--- src/rtl/csa_final_adder_seq.sv ---
// Sequential carry-propagate adder that resolves a carry-save pair CHUNK bits per cycle.
// Optional: define CSA_FINAL_OVF_EN to expose the final carry-out as ovf.
module csa_final_adder_seq #(
   parameter int W     = 19,
   parameter int CHUNK = 4
) (
   input  logic         clk,
   input  logic         rst_n,
   input  logic         in_valid,
   output logic         in_ready,
   input  logic [W-1:0] cv_in,
   input  logic [W-1:0] sv_in,
   output logic         out_valid,
   input  logic         out_ready,
   output logic [W-1:0] sum_out,
`ifdef CSA_FINAL_OVF_EN
   output logic         ovf,
`endif
   output logic         busy
);

   localparam int N     = (W + CHUNK - 1) / CHUNK;
   localparam int NW    = N * CHUNK;
   localparam int CW    = CHUNK + 1;
   localparam int LASTB = (W % CHUNK == 0) ? CHUNK : (W % CHUNK);
   localparam int IW    = (N > 1) ? $clog2(N) : 1;

   typedef enum logic [1:0] {IDLE, ADD, DONE} state_t;

   state_t          state;
   logic [W-1:0]    a_r, b_r;
   logic            carry;
   logic [IW-1:0]   idx;
   logic [NW-1:0]   a_pad, b_pad, res_pad;
   logic [CHUNK:0]  ssum;
   logic            last, cout;

   // Operands are zero-padded to N*CHUNK, so a short last slice adds zeros above
   // bit W-1 and the carry out of bit W-1 lands at ssum[LASTB].
   always_comb begin
      a_pad   = NW'(a_r);
      b_pad   = NW'(b_r);
      last    = (idx == IW'(N - 1));
      ssum    = {1'b0, a_pad[idx*CHUNK +: CHUNK]} + {1'b0, b_pad[idx*CHUNK +: CHUNK]} + CW'(carry);
      cout    = last ? ssum[LASTB] : ssum[CHUNK];
      res_pad = NW'(sum_out);
      res_pad[idx*CHUNK +: CHUNK] = ssum[CHUNK-1:0];
   end

   always_ff @(posedge clk) begin
      if (!rst_n) begin
         state     <= IDLE;
         in_ready  <= 1'b1;
         out_valid <= 1'b0;
         busy      <= 1'b0;
         sum_out   <= '0;
         carry     <= 1'b0;
         idx       <= '0;
         a_r       <= '0;
         b_r       <= '0;
`ifdef CSA_FINAL_OVF_EN
         ovf       <= 1'b0;
`endif
      end else begin
         case (state)
            IDLE: begin
               if (in_valid && in_ready) begin
                  a_r      <= cv_in;
                  b_r      <= sv_in;
                  carry    <= 1'b0;
                  idx      <= '0;
                  in_ready <= 1'b0;
                  busy     <= 1'b1;
                  state    <= ADD;
               end
            end
            ADD: begin
               sum_out <= res_pad[W-1:0];
               carry   <= cout;
               idx     <= last ? '0 : idx + 1'b1;
               if (last) begin
                  out_valid <= 1'b1;
                  state     <= DONE;
`ifdef CSA_FINAL_OVF_EN
                  ovf       <= cout;
`endif
               end
            end
            DONE: begin
               if (out_valid && out_ready) begin
                  out_valid <= 1'b0;
                  in_ready  <= 1'b1;
                  busy      <= 1'b0;
                  state     <= IDLE;
               end
            end
            default: state <= IDLE;
         endcase
      end
   end

endmodule

--- config.mk ---
export PLATFORM = sky130hd
export DESIGN_NAME = csa_final_adder_seq
export DESIGN_NICKNAME = d
export VERILOG_FILES = /design/src/rtl/csa_final_adder_seq.sv
export SDC_FILE = /design/constraint.sdc
export NUM_CORES = 1
export LEC_CHECK = 0
export CAP_MARGIN = 30
export CELL_PAD_IN_SITES_DETAIL_PLACEMENT = 1
export CELL_PAD_IN_SITES_GLOBAL_PLACEMENT = 1
export CORE_UTILIZATION = 38
export CTS_CLUSTER_SIZE = 16
export DETAILED_ROUTE_END_ITERATION = 7
export GPL_TIMING_DRIVEN = 0
export PLACE_DENSITY_LB_ADDON = 0.1
export SETUP_SLACK_MARGIN = 0.05
export SYNTH_ARGS = -nofsm -noshare
export SYNTH_HDL_FRONTEND = slang
export SYNTH_SLANG_ARGS = --single-unit
--- constraint.sdc ---
create_clock -name clk -period 3.3 [get_ports clk]
set_input_delay 0.33 -clock clk [delete_from_list [all_inputs] [get_ports clk]]
set_output_delay 0.33 -clock clk [all_outputs]
set_load 0.03 [all_outputs]
* After elaboration in Yosys (flattened, before gate mapping) *
Index checks and enable logic that the tools add are counted.
Widths: inputs -> output; s select.

operators by class
  $add $sub $neg = 4
  multiply operators = 0
  divide/modulo/power cells = 0
  $lt $le $gt $ge = 0
  equality and inequality tests = 6
  shift-type cells = 4
  muxes and demuxes = 18
  bitwise logic cells = 0
  reductions and logical operators = 11

operators with widths
  kind                     count
  $shiftx 20x6->4          2
  $neg 5->34               1
  $shift 4x34->20 const A  1
  $shiftx 4x34->20         1
  $bwmux 20                1
  $reduce_and 3->1         3
  $pmux 1 s2               4
  $mux 1                   6
  $mux 2                   3
  $mux 3                   2
  $ne 2x2->1 const B       3
  $pmux 2 s3               1
  $pmux 3 s2               1
  $reduce_bool 2->1        3
  $add 4x4->5              1
  $add 5x1->5              1
  $reduce_and 2->1         2
  $add 3x1->3 const B      1
  $eq 3x3->1 const B       1
  $eq 2x1->1 const B       1
  $eq 2x2->1 const B       1
  $logic_and 1x1->1        2
  $logic_not 2->1          1

word-level totals
  register bits after elaboration = 66
  latch bits = 0
  bits in writable memories = 0
  ROM bits = 0
  input bits = 42
  word-level logic and storage cells = 52
  memories = 0

* Longest topological paths before layout *
  depth after elaboration = 5
  depth in mapped cells = 11
  gate-level depth less buffers = 9

* Worst setup path before layout *
OpenSTA, ideal clock, no wires.

  path kind = register to register
  start = register idx[0]
  end = register sum_out[5]
  arrival = 2.923 ns
  required time = 3.230 ns
  path slack = 0.307 ns
  cell stages (with the launch flop) = 10
  buffers on the path = 1
  clock period less this slack = 2.993 ns
  cells stage by stage = dfxtp_1 > buf_2 > mux4_2 > nand2_1 > nand2_1 > fa_1 > fa_1 > inv_1 > or4_1 > a21boi_1

on the way
  word-level cells in the longest chain between the ends = 5

ends and longest elaborated chain
  element                   RTL line  RTL
  start: declaration        33        logic [IW-1:0] idx;
  start signal: assignment  80        idx <= last ? '0 : idx + 1'b1;
  $shiftx 20x6->4           44        ssum = {1'b0, a_pad[idx*CHUNK +: CHUNK]} + {1'b0, b_pad[idx*CHUNK +: CHUNK]} + CW'(carry);
  $add 4x4->5               44
  $add 5x1->5               44
  $shiftx 4x34->20          47        res_pad[idx*CHUNK +: CHUNK] = ssum[CHUNK-1:0];
  $bwmux 20 (*)             47
  end signal: assignment    78        sum_out <= res_pad[W-1:0];
  end: declaration          15        output logic [W-1:0] sum_out,

Mark *: on every way between the ends. The rest lies on a longest branch, timed or not.
A chain may end at the register's enable or synchronous reset.

* Worst setup path after layout *
  start = register idx[1]
  end = register sum_out[5]

The elaborated chain is that of the path after synthesis.

==> metrics.txt <==
critical path's top delay family adder cells; Port Buffers 62; synthesized net count roughly 390; clock sink count 66; Pint about 0.0013 W; Final ANT Viol Nets 0; status complete, no violations; Crit Path Class reg2reg; CP arrival between 3 and 4 ns; row cnt 32; worst-path cell chain buf_6 > mux4_2 > nand2_1 > nand2_1 > fa_2 > fa_2 > inv_1 > or4_1 > a21boi_1; Clk Latency, worst-skew pair 0.34 ns; first-pass GRT wire length 13.5 mm; initial detailed-routing violation count 73; worst clock skew 0.00794 ns; dpl ws -0.0764 ns; layout cell share with drive strength beyond 1 between 10% and 20%; most used flip-flop cell after synthesis dfxtp_1; area grow syn2layout 30.0%; Sw Share around 29%; Yosys warnings 0; Post-Route WL about 8 mm; FF-to-FF Start idx[1]$_SDFFE_PN0P_; CTS tree yes; CP max stage delay roughly 0.57 ns; Initial Util 39.8%; DRT Pass-1 Iters 4; area of the die approximately 8600 um^2; Die H around 93 um; initial antenna violation count 0; Seq pwr share about half; Core Footprint ~7800 um^2; Mapped Cells ~340; pwr/cell area ~440 nW/um^2; gr ovfl total 0; most frequent cells after synthesis nand2_1 (98), dfxtp_1 (66), a21boi_0 (24); static leakage 1.49 nW; max_cap viols 0; Slew @ Worst Pin around 0.63 ns; Routed WL per cell approximately 15 um; Combinational Power Share a little under a fifth; Buf/Inv on CP 2; worst vdd ir 0.000202 V; met3 wire length roughly 300 um; crit path launch type register; M1 WL 3.47 mm; area leader, netlist dfxtp_1; Psw roughly 0.00051 W; DR WL met2 roughly 4 mm; Worst-path clk slew 0.07 ns; Critical-path top delay cell fa_2; Rel. slew slack about three fifths; CP endpoint kind register; Top Layer Used met4; flops & latches, synth 66; top post-synthesis cells by area dfxtp_1 (42%), nand2_1 (12%), a21boi_0 (5.8%); Avg Cell Area, Syn 9.13 um^2; CTS H-tree lvls 3; Die X 92.7 um; Final Hold Fails 0; Hold Startpoint rst_n; Clock Path Buffers 2; Hold WC Path Type in2reg; async set or reset register ratio after synthesis 0%; CP startpoint idx[1]$_SDFFE_PN0P_; clock share of power approximately a third; crit-path max FO 10; distinct cell type count after synthesis 44; clk root buf clkbuf_8; # nets final around 470; post-synthesis sequential area ratio between 40% and 50%; Detailed Place HPWL a little under 6 mm; DR vias around 2600; Fmax around 330 MHz; Mapped Area 3120 um^2; # setup viols final 0; Top-Level Pins 64; post-CTS setup buffer count 0; Routability Congestion about 0.8; overall routing resource usage ~21%; n_diodes 0; largest net degree at the start of global routing 12; Data required, critical path 3.58 ns; RSZ-0062 raised after global routing false; DRC Markers 0; top-area cell type share of the netlist area approximately 42%; post-layout min period around 3.0 ns; total negative setup slack 0 ns; Setup WS post-layout between 0.2 and 0.3 ns; most numerous cell in the Yosys netlist nand2_1; Vias per Instance between 5 and 6; cts bufs inserted 9; max-slew violations 0; Final period util between 90% and 100%; Post-synth EDFFs 0; number of global-route vias before repair 2769
-- area by class of cell --
type                       instances  area [um^2]
buffer                            23          125
clock buffer                      11          131
sequential                        66         1330
inverter                           5         18.8
timing repair buffer              62          621
clock inverter                     5         31.3
fill                             945         3790
multi-input combinational        248         1680
tap                              102          128
-- power groups by stage --
stage               Clock (W)  Combinational [W]  Sequential, W
global route         0.000643           0.000358       0.000867
CTS                  0.000599           0.000325       0.000862
detailed placement          0           0.000322       0.000880
global placement            0           0.000313       0.000878
finish               0.000586           0.000324       0.000862
floorplan                   0           0.000190       0.000882
-- registers in the layout (all words and copies together), names as in the netlist --
register,count
busy,1
state,2
sum_out,19
b_r,19
idx,3
a_r,19
out_valid,1
carry,1
in_ready,1
-- routing by layer --
| metal | vias up | GRT usage (%) |
|---|---|---|
| li1 | 1305 | - |
| met1 | 1268 | 24.7 |
| met2 | 55 | 35.4 |
| met3 | 19 | 5.34 |
| met4 | 0 | 7.31 |
| met5 | - | 0 |
-- logic make-up (layout without fill, tap and decap cells) --
family / count (synthesis) / count (layout) / share of synthesized area (%)
compound gates: 60 / 60 / 14.4
xor+xnor: 1 / 1 / 0.280
fa+ha+maj: 9 / 9 / 4.09
buf+inv: 28 / 106 / 4.09
flops: 66 / 66 / 42.3
mux: 21 / 21 / 9.98
simple gates: 157 / 157 / 24.8
-- path summary, 6_finish.rpt --
kind                             end  slack (ns)  cells past startpoint
max          sum_out[5]$_SDFFE_PN0P_        0.29                      9
min              b_r[9]$_SDFFE_PN0P_        0.38                      2
max reg2reg  sum_out[5]$_SDFFE_PN0P_        0.29                      9
min reg2reg      a_r[8]$_SDFFE_PN0P_        0.46                      2
-- cell usage in the layout, fill, tap and decap left out, drive strengths merged, types with 5 or more instances in the layout --
cell type,Yosys,final
dfxtp,66,66
inv,5,5
nand2,98,98
clkdlybuf4s50,0,62
mux4,8,8
nand3,11,11
buf,8,8
ha,7,7
nor2b,18,18
mux2i,12,12
nor2,6,6
a21boi,44,44
clkbuf,15,26
-- stage by stage --
stage	util, %	instances	hold WS, ns	instance area (um^2)	power (W)
CTS	51.5	522	0.377	4040	0.00179
finish	51.7	522	0.385	4060	0.00177
global route	51.7	522	0.398	4060	0.00187
floorplan	-	342	0.432	3120	0.00107
global placement	49.3	506	0.439	3870	0.00119
detailed placement	49.3	506	0.450	3870	0.00120
-- timing repair --
item	CTS	global route
hold buffers	0	0
gates resized for setup	3	7
setup endpoints to repair	1	1
Note: power is estimated with default switching activity, not from simulation.
